<file path="src/rtl/ps2_host_tx.sv">
// PS/2 host-to-device transmitter: inhibits the bus, issues request-to-send,
// shifts a byte + odd parity + stop on device clocks, then checks the ack bit.
module ps2_host_tx #(
    parameter int unsigned INHIBIT_CYCLES = 10000,
    parameter int unsigned SETUP_CYCLES   = 200,
    parameter int unsigned TIMEOUT_CYCLES = 2000000
) (
    input  logic       clk,
    input  logic       rst_n,
    input  logic       tx_start,
    input  logic [7:0] tx_data,
    input  logic       ps2_clk_in,
    input  logic       ps2_data_in,
    output logic       ps2_clk_oe,
    output logic       ps2_data_oe,
    output logic       busy,
    output logic       done,
    output logic       ack_err,
    output logic       timeout_err
);

    typedef enum logic [2:0] {
        S_IDLE,
        S_INHIBIT,
        S_REQ,
        S_SHIFT,
        S_ACK,
        S_WAIT_IDLE
    } state_t;

    localparam int unsigned CNT_MAX = (INHIBIT_CYCLES > SETUP_CYCLES) ? INHIBIT_CYCLES : SETUP_CYCLES;
    localparam int CNT_W = (CNT_MAX > 1) ? $clog2(CNT_MAX) : 1;
    localparam int TMO_W = (TIMEOUT_CYCLES > 1) ? $clog2(TIMEOUT_CYCLES) : 1;
    localparam logic [CNT_W-1:0] INH_LAST = CNT_W'(INHIBIT_CYCLES - 1);
    localparam logic [CNT_W-1:0] SET_LAST = CNT_W'(SETUP_CYCLES - 1);
    localparam logic [TMO_W-1:0] TMO_LAST = TMO_W'(TIMEOUT_CYCLES - 1);

    state_t           state_q, state_d;
    logic [CNT_W-1:0] cnt_q, cnt_d;
    logic [TMO_W-1:0] tmo_q, tmo_d;
    logic [3:0]       bitcnt_q, bitcnt_d;
    logic [9:0]       sh_q, sh_d;
    logic             clk_oe_q, clk_oe_d;
    logic             data_oe_q, data_oe_d;
    logic             busy_q, busy_d;
    logic             done_q, done_d;
    logic             ack_err_q, ack_err_d;
    logic             timeout_err_q, timeout_err_d;

    logic clk_s1_q, clk_s2_q, clk_prev_q;
    logic data_s1_q, data_s2_q;
    logic fall, accept, timing, tmo_hit, line_idle;

    assign fall      = clk_prev_q & ~clk_s2_q;
    assign accept    = (state_q == S_IDLE) & tx_start & ~busy_q;
    assign timing    = (state_q == S_SHIFT) | (state_q == S_ACK) | (state_q == S_WAIT_IDLE);
    assign tmo_hit   = timing & (tmo_q == TMO_LAST);
    assign line_idle = clk_s2_q & data_s2_q;

    // Synchronisers reset high (idle bus level) so reset never fakes a falling edge.
    always_ff @(posedge clk) begin
        if (!rst_n) begin
            clk_s1_q      <= 1'b1;
            clk_s2_q      <= 1'b1;
            clk_prev_q    <= 1'b1;
            data_s1_q     <= 1'b1;
            data_s2_q     <= 1'b1;
            state_q       <= S_IDLE;
            cnt_q         <= '0;
            tmo_q         <= '0;
            bitcnt_q      <= '0;
            sh_q          <= '0;
            clk_oe_q      <= 1'b0;
            data_oe_q     <= 1'b0;
            busy_q        <= 1'b0;
            done_q        <= 1'b0;
            ack_err_q     <= 1'b0;
            timeout_err_q <= 1'b0;
        end else begin
            clk_s1_q      <= ps2_clk_in;
            clk_s2_q      <= clk_s1_q;
            clk_prev_q    <= clk_s2_q;
            data_s1_q     <= ps2_data_in;
            data_s2_q     <= data_s1_q;
            state_q       <= state_d;
            cnt_q         <= cnt_d;
            tmo_q         <= tmo_d;
            bitcnt_q      <= bitcnt_d;
            sh_q          <= sh_d;
            clk_oe_q      <= clk_oe_d;
            data_oe_q     <= data_oe_d;
            busy_q        <= busy_d;
            done_q        <= done_d;
            ack_err_q     <= ack_err_d;
            timeout_err_q <= timeout_err_d;
        end
    end

    always_comb begin
        state_d = state_q;
        case (state_q)
            S_IDLE:      if (accept) state_d = S_INHIBIT;
            S_INHIBIT:   if (cnt_q == INH_LAST) state_d = S_REQ;
            S_REQ:       if (cnt_q == SET_LAST) state_d = S_SHIFT;
            S_SHIFT: begin
                if (tmo_hit)                          state_d = S_IDLE;
                else if (fall && bitcnt_q == 4'd9)    state_d = S_ACK;
            end
            S_ACK: begin
                if (tmo_hit)   state_d = S_IDLE;
                else if (fall) state_d = S_WAIT_IDLE;
            end
            S_WAIT_IDLE: begin
                if (tmo_hit || line_idle) state_d = S_IDLE;
            end
            default:     state_d = S_IDLE;
        endcase
    end

    always_comb begin
        cnt_d         = cnt_q;
        tmo_d         = tmo_q;
        bitcnt_d      = bitcnt_q;
        sh_d          = sh_q;
        clk_oe_d      = clk_oe_q;
        data_oe_d     = data_oe_q;
        busy_d        = busy_q;
        done_d        = 1'b0;
        ack_err_d     = ack_err_q;
        timeout_err_d = timeout_err_q;

        // busy stays up through the done cycle so a same-cycle tx_start is refused.
        if (done_q) busy_d = 1'b0;

        if (timing) tmo_d = tmo_q + 1'b1;

        case (state_q)
            S_IDLE: begin
                if (accept) begin
                    sh_d          = {1'b1, ~^tx_data, tx_data};
                    busy_d        = 1'b1;
                    clk_oe_d      = 1'b1;
                    data_oe_d     = 1'b0;
                    cnt_d         = '0;
                    ack_err_d     = 1'b0;
                    timeout_err_d = 1'b0;
                end
            end
            S_INHIBIT: begin
                if (cnt_q == INH_LAST) begin
                    data_oe_d = 1'b1;
                    cnt_d     = '0;
                end else begin
                    cnt_d = cnt_q + 1'b1;
                end
            end
            S_REQ: begin
                if (cnt_q == SET_LAST) begin
                    clk_oe_d = 1'b0;
                    bitcnt_d = '0;
                    tmo_d    = '0;
                    cnt_d    = '0;
                end else begin
                    cnt_d = cnt_q + 1'b1;
                end
            end
            S_SHIFT, S_ACK, S_WAIT_IDLE: begin
                if (tmo_hit) begin
                    clk_oe_d      = 1'b0;
                    data_oe_d     = 1'b0;
                    done_d        = 1'b1;
                    timeout_err_d = 1'b1;
                    ack_err_d     = 1'b0;
                end else if (state_q == S_SHIFT) begin
                    if (fall) begin
                        data_oe_d = ~sh_q[bitcnt_q];
                        bitcnt_d  = bitcnt_q + 4'd1;
                    end
                end else if (state_q == S_ACK) begin
                    if (fall) ack_err_d = data_s2_q;
                end else if (line_idle) begin
                    done_d = 1'b1;
                end
            end
            default: ;
        endcase
    end

    assign ps2_clk_oe  = clk_oe_q;
    assign ps2_data_oe = data_oe_q;
    assign busy        = busy_q;
    assign done        = done_q;
    assign ack_err     = ack_err_q;
    assign timeout_err = timeout_err_q;

endmodule

</file>
<file path="config.mk">
export PLATFORM = sky130hd
export DESIGN_NAME = ps2_host_tx
export DESIGN_NICKNAME = d
export VERILOG_FILES = /design/src/rtl/ps2_host_tx.sv
export SDC_FILE = /design/constraint.sdc
export NUM_CORES = 1
export LEC_CHECK = 0
export ABC_CLOCK_PERIOD_IN_PS = 2900
export CORE_AREA = 2 2 107 130
export DETAILED_ROUTE_END_ITERATION = 10
export DIE_AREA = 0 0 109 132
export GPL_ROUTABILITY_DRIVEN = 0
export PLACE_DENSITY = 0.39
export RECOVER_POWER = 50
export SLEW_MARGIN = 20
export SYNTH_ARGS = -nofsm -noshare
export SYNTH_HDL_FRONTEND = slang
export SYNTH_SLANG_ARGS = --single-unit
</file>
<file path="constraint.sdc">
create_clock -name clk -period 2.9 [get_ports clk]
set_clock_uncertainty 0.2 [all_clocks]
set_input_delay 0.58 -clock clk [delete_from_list [all_inputs] [get_ports clk]]
set_output_delay 0.58 -clock clk [all_outputs]
set_load 0.005 [all_outputs]
</file>
==> results of run 1 <==
==> through the flow <==
step                std cells  utilization [%]
CTS                       580             30.3
global route              580             30.2
finish                    580             30.2
global placement          564             27.8
detailed placement        564             27.8
floorplan                 377                -
==> state kept, by name, summed over array words and instances (netlist names), 3 cells and up <==
name / cells
sh_q: 10
state_q: 3
bitcnt_q: 4
cnt_q: 14
tmo_q: 21
==> final timing paths <==
check | startpoint | end | slack (ps) | cells past startpoint
worst max-delay path | cnt_q[0]$_SDFFE_PN0P_ | bitcnt_q[2]$_SDFFE_PN0P_ | 120 | 6
worst min-delay path | clk_s1_q$_SDFF_PN1_ | clk_s2_q$_SDFF_PN1_ | 200 | 1
worst max register to register | cnt_q[0]$_SDFFE_PN0P_ | bitcnt_q[2]$_SDFFE_PN0P_ | 120 | 6
worst min register to register | clk_s1_q$_SDFF_PN1_ | clk_s2_q$_SDFF_PN1_ | 200 | 1
==> cell type report <==
class | instances | area (um^2) | area share [%]
clock buffers | 10 | 229 | 5.80
clock inverters | 6 | 85.1 | 2.16
inverters | 8 | 30.0 | 0.761
multi-input cells | 292 | 1850 | 46.9
flip-flops and latches | 63 | 1260 | 32.0
well taps | 168 | 210 | 5.33
repair buffers | 33 | 282 | 7.13
==> worst max-delay path, delay by kind of cell, from the launching register on <==
kind,cells,cell delay [ps]
adder cells (fa/ha/maj),1,220
multiplexers,1,360
AO/OA/AOI/OAI,1,240
flip-flops,1,380
AND/OR/NAND/NOR,3,1260
==> power breakdown <==
| group | switching (mW) | internal, mW | total (mW) |
|---|---|---|---|
| Combinational | 0.376 | 0.284 | 0.660 |
| Sequential | 0.0869 | 0.942 | 1.03 |
| Clock | 0.391 | 0.749 | 1.14 |
| Total | 0.853 | 1.97 | 2.83 |
==> cells in the final DEF, fill, tap and decap left out, types with 3 or more instances in the layout <==
cell type / count
xor2_1: 13
clkbuf_1: 4
and2_1: 3
mux2i_1: 5
a21oi_1: 19
clkbuf_16: 9
nand3_1: 10
nor3b_1: 4
ha_1: 4
o211ai_1: 3
or4_4: 3
buf_4: 11
nor4_1: 6
nand2_1: 47
dlygate4sd3_1: 7
o31ai_1: 3
nand2b_1: 9
a211oi_1: 3
mux2_2: 4
o21ai_0: 5
nor3_1: 9
or3_1: 5
and3_1: 4
clkdlybuf4s50_1: 11
nand4_1: 14
dfxtp_1: 63
nor2b_1: 5
nor2_1: 51
inv_1: 7
xnor2_1: 27
==> routing by layer <==
layer	part of all wire (%)	up-vias	GRT usage [%]
met5	0	-	0
met3	4.2	13	2.82
met1	47	1274	15.6
li1	-	1389	-
met2	46	54	19.0
met4	2.0	0	4.99
==> cell families (layout without fill, tap and decap cells) <==
| group | count (synthesis) | in the layout |
|---|---|---|
| muxes | 10 | 10 |
| AOI/OAI and AO/OA | 55 | 55 |
| buffers and inverters | 22 | 57 |
| DFF | 63 | 63 |
| xor gates and xnor gates | 40 | 40 |
| adders and majority gates | 4 | 4 |
| and+or+nand+nor | 183 | 183 |
==> what timing repair did <==
action,CTS,global route
gates resized for setup,0,1
setup endpoints to repair,0,1
setup buffers,0,0
==> impl_metrics.ini, run 1 <==
[run_status]
status = completed

[synthesis]
synth_compound_area_share_pct = 12.5
synthesis.nets = 394
yosysWarnings = 0
synth_seq_cells = 63
synth_most_common_cell = dfxtp_1
synth-edff-count = 0
syn_area_per_cell_um2 = 8.52
synthFlopType = dfxtp_1
yosys-top-cells-area = dfxtp_1, xnor2_1, nor2_1, nand2_1, xor2_1
ys_seq_area_share_pct = 39.3
synth.area.mux_share_pct = 3.66
ys_async_sr_fraction_pct = 0
synth_cells = 377
yosys.area_share.simple_pct = 28.8
synthAdderAreaFrac_pct = 1.56
synth_top_family_by_area = simple AND/OR/NAND/NOR gates
synth_top_area_share_pct = 39.3
synth.distinct_cells = 58
synth_area_um2 = 3210
yosys-top-cells-count = dfxtp_1, nor2_1, nand2_1, xnor2_1, a21oi_1
synth_area_leader_cell = dfxtp_1
synth_xor_area_share_pct = 10.9

[sta]
drv_slew = 0
tightest_slew_ps = 822
finalSetupViolCount = 0
fin_ws_ps = 116
fmax_mhz = 359
rsz0062_at_grt = false
hold_ws_ps = 205
timing.final.crit_share_pct = 96.0
slew_headroom_pct = 45.2
min_period_ps = 2780
hold_viol_final = 0
setup_tns_ps = 0

[floorplan]
num_io_pins = 19
start_util_pct = 24.6
die_area_um2 = 14400
core-area_um2 = 13100
dieWidth_um = 109
row_count = 46
dieHeight_um = 132

[layout]
stdcell_area_um2 = 3950
fin_nets = 424
syn_to_final_growth_pct = 22.8
final_layout_size_suffix_gt1_share_pct = 10.7
fill_cells = 1383
antenna_cells = 0

[power]
p_per_area_nw_per_um2 = 717
total_power_mw = 2.83
p_leak_nw = 1.33
ir_worst_vdd_uv = 255

[setup_path]
critical_path_class = reg2reg
max_stage_delay_ps = 580
arrival_ps = 2800
cp.required_ps = 2920
crit_chain = ha_1 -> or4bb_1 -> or4_4 -> and2_4 -> a211oi_1 -> mux2_2
critPathSlowestCell = or4_4
path_max_fanout = 4
crit_path_start_kind = flip-flop
cp-end-kind = flip-flop

[routing]
first_pass_iters = 4
drtAntennaViolNets = 0
avgRoutedWirePerCell_um = 13.8
vias = 2730
drc = 0
drt-initial-drc-count = 91
drt_wl_total_mm = 8.01
routed_via_density = 4.71

[clocking]
hold_buffers = 0
cts_tree = yes
cts_buffers = 9
insertion_delay_ps = 330
h-tree-depth = 3
path_clk_slew_ps = 60
clockBufferDepth = 2
cts-root-buf = clkbuf_16
cts_num_sinks = 63

[grt]
grt_max_degree = 22
grt_antenna_before_repair = 0
track_usage_pct = 12.0
grt_pass1_vias = 2684
grt_pass1_wl_mm = 13.6
overflow = 0

[place]
io_buffers = 18
placed_cell_area_um2 = 3640
hpwlAfterDp_mm = 5.83
pre_cts_ws_ps = 86.6

[job]
cap_violations = 0

[worst_hold_path]
hp-class = reg2reg
Note: power is estimated with default switching activity, not from simulation.
==> run 2: changes to the inputs <==
Settings changed: ABC_CLOCK_PERIOD_IN_PS 2900 to default, CTS_BUF_LIST from default to sky130_fd_sc_hd__clkbuf_8.
==> run 2 against run 1 <==
Critical path depth stayed put. Die area stayed put. Sequential share of layout area up 0.86 points. Worst hold slack improved by 3.0 ps. Register-to-register slack about the same. Wire length grew 0.65%. Total power fell by 11%. Clock power fell by 27%. Via count down 0.37%. Sequential power about the same. Count of clock-buffer cells in the layout down 1. Cell area down 2.5%. Largest cell class unchanged.
==> impl_metrics.ini, run 2 (same netlist as run 1, synthesis figures left out) <==
[routing]
vias = 2720
drc = 0
drt-initial-drc-count = 114
routed_via_density = 4.69
avgRoutedWirePerCell_um = 13.9
first_pass_iters = 4
drt_wl_total_mm = 8.06
drtAntennaViolNets = 0

[sta]
fin_ws_ps = 113
setup_tns_ps = 0
timing.final.crit_share_pct = 96.1
rsz0062_at_grt = false
hold_viol_final = 0
finalSetupViolCount = 0
fmax_mhz = 359
slew_headroom_pct = 46.0
min_period_ps = 2790
drv_slew = 0
tightest_slew_ps = 811

[power]
p_per_area_nw_per_um2 = 658
p_comb_share_pct = 26.2
swShare_pct = 32.7
switchingPower_mw = 0.826
ir_worst_vdd_uv = 260
intPower_mw = 1.70
p_leak_nw = 1.28
p_seq_share_pct = 40.8
clock_power_share_pct = 33.1

[run_status]
status = completed

[clocking]
cts_num_sinks = 63
cts_setup_buffers = 0
clockBufferDepth = 2
cts_tree = yes
cts-root-buf = clkbuf_8
insertion_delay_ps = 360
path_clk_slew_ps = 80
h-tree-depth = 3
cts_buffers = 9

[layout]
fill_cells = 1388
layout_commonest_cell = dfxtp_1
largest_reg_flops = 21
reg.largest.list = tmo_q (21), cnt_q (14), sh_q (10)
layout_common_cells = dfxtp_1, nor2_1, nand2_1
syn_to_final_growth_pct = 19.7
regMostFlops = tmo_q
fin_nets = 424
antenna_cells = 0
final_layout_size_suffix_gt1_share_pct = 10.9

[setup_path]
crit_path_start_kind = flip-flop
path_max_fanout = 4
cp-end-kind = flip-flop
arrival_ps = 2830
r2r_slack_ps = 110
cp.required_ps = 2940
critical_path_class = reg2reg

[floorplan]
dieWidth_um = 109
num_io_pins = 19
core-area_um2 = 13100
start_util_pct = 24.6
row_count = 46
die_area_um2 = 14400
dieHeight_um = 132

[grt]
overflow = 0
grt_pass1_vias = 2679
grt_antenna_before_repair = 0
grt_max_degree = 22
track_usage_pct = 12.0
grt_pass1_wl_mm = 13.5

[worst_hold_path]
hp-class = reg2reg

[place]
pre_cts_ws_ps = 86.6
hpwlAfterDp_mm = 5.83
io_buffers = 18

[job]
cap_violations = 0
## run 2: cell types whose count changed in the layout (fill, tap and decap cells not counted)
cell and delta:
clkbuf_8 +9, clkbuf_16 -9, inv_1 +1, clkbuf_1 -1, dfxtp_2 +1, dfxtp_1 -1
## run 2: repair_timing
action / in CTS / in global routing
resized for setup: 0 / 3
hold buffers: 0 / 0
setup endpoints to repair: 0 / 1
## run 2: final timing paths
kind / start / end / cells past startpoint
worst max-delay path: cnt_q[1]$_SDFFE_PN0P_ / bitcnt_q[2]$_SDFFE_PN0P_ / 6
worst min-delay path: clk_s1_q$_SDFF_PN1_ / clk_s2_q$_SDFF_PN1_ / 1
worst max register to register: cnt_q[1]$_SDFFE_PN0P_ / bitcnt_q[2]$_SDFFE_PN0P_ / 6
worst min register to register: clk_s1_q$_SDFF_PN1_ / clk_s2_q$_SDFF_PN1_ / 1
## run 2: power groups by stage
stage | Sequential [mW] | Clock (mW) | Combinational [mW]
floorplan | 1.01 | 0 | 0.492
finish | 1.03 | 0.836 | 0.662
CTS | 1.03 | 0.869 | 0.683
detailed placement | 1.05 | 0 | 0.680
global placement | 1.05 | 0 | 0.679
global route | 1.04 | 0.903 | 0.750
## run 2: area by class of cell
cell class | count | area (um^2) | share of cell area [%]
Clock buffer | 9 | 124 | 3.22
Clock inverter | 7 | 88.8 | 2.31
Inverter | 8 | 30.0 | 0.781
Multi-Input combinational cell | 292 | 1850 | 48.1
Sequential cell | 63 | 1260 | 32.8
Tap cell | 168 | 210 | 5.47
Timing Repair Buffer | 33 | 282 | 7.32
## run 2: per-stage QoR
step | util (%) | power (mW) | area, um^2 | hold WS [ps] | cells
final | 29.4 | 2.53 | 3850 | 208 | 580
after detailed placement | 27.8 | 1.73 | 3640 | 197 | 564
after global placement | 27.8 | 1.73 | 3640 | 198 | 564
after CTS | 29.5 | 2.58 | 3850 | 214 | 580
after global routing | 29.4 | 2.70 | 3850 | 226 | 580
after floorplan | - | 1.50 | 3210 | 186 | 377
## run 2: critical path: stages (launching register included)
cell and delay (ps):
dfxtp_1 390, ha_1 220, or4bb_1 480, or4_4 580
and2_4 210, a211oi_1 240, mux2_2 360
## run 2: routing by layer
metal / vias to the layer above / share of wire (%) / GRT usage (%)
met5: - / 0 / 0
met4: 0 / 2.1 / 5.63
met3: 12 / 2.8 / 2.67
met2: 41 / 47 / 18.9
met1: 1275 / 49 / 15.5
li1: 1392 / - / -
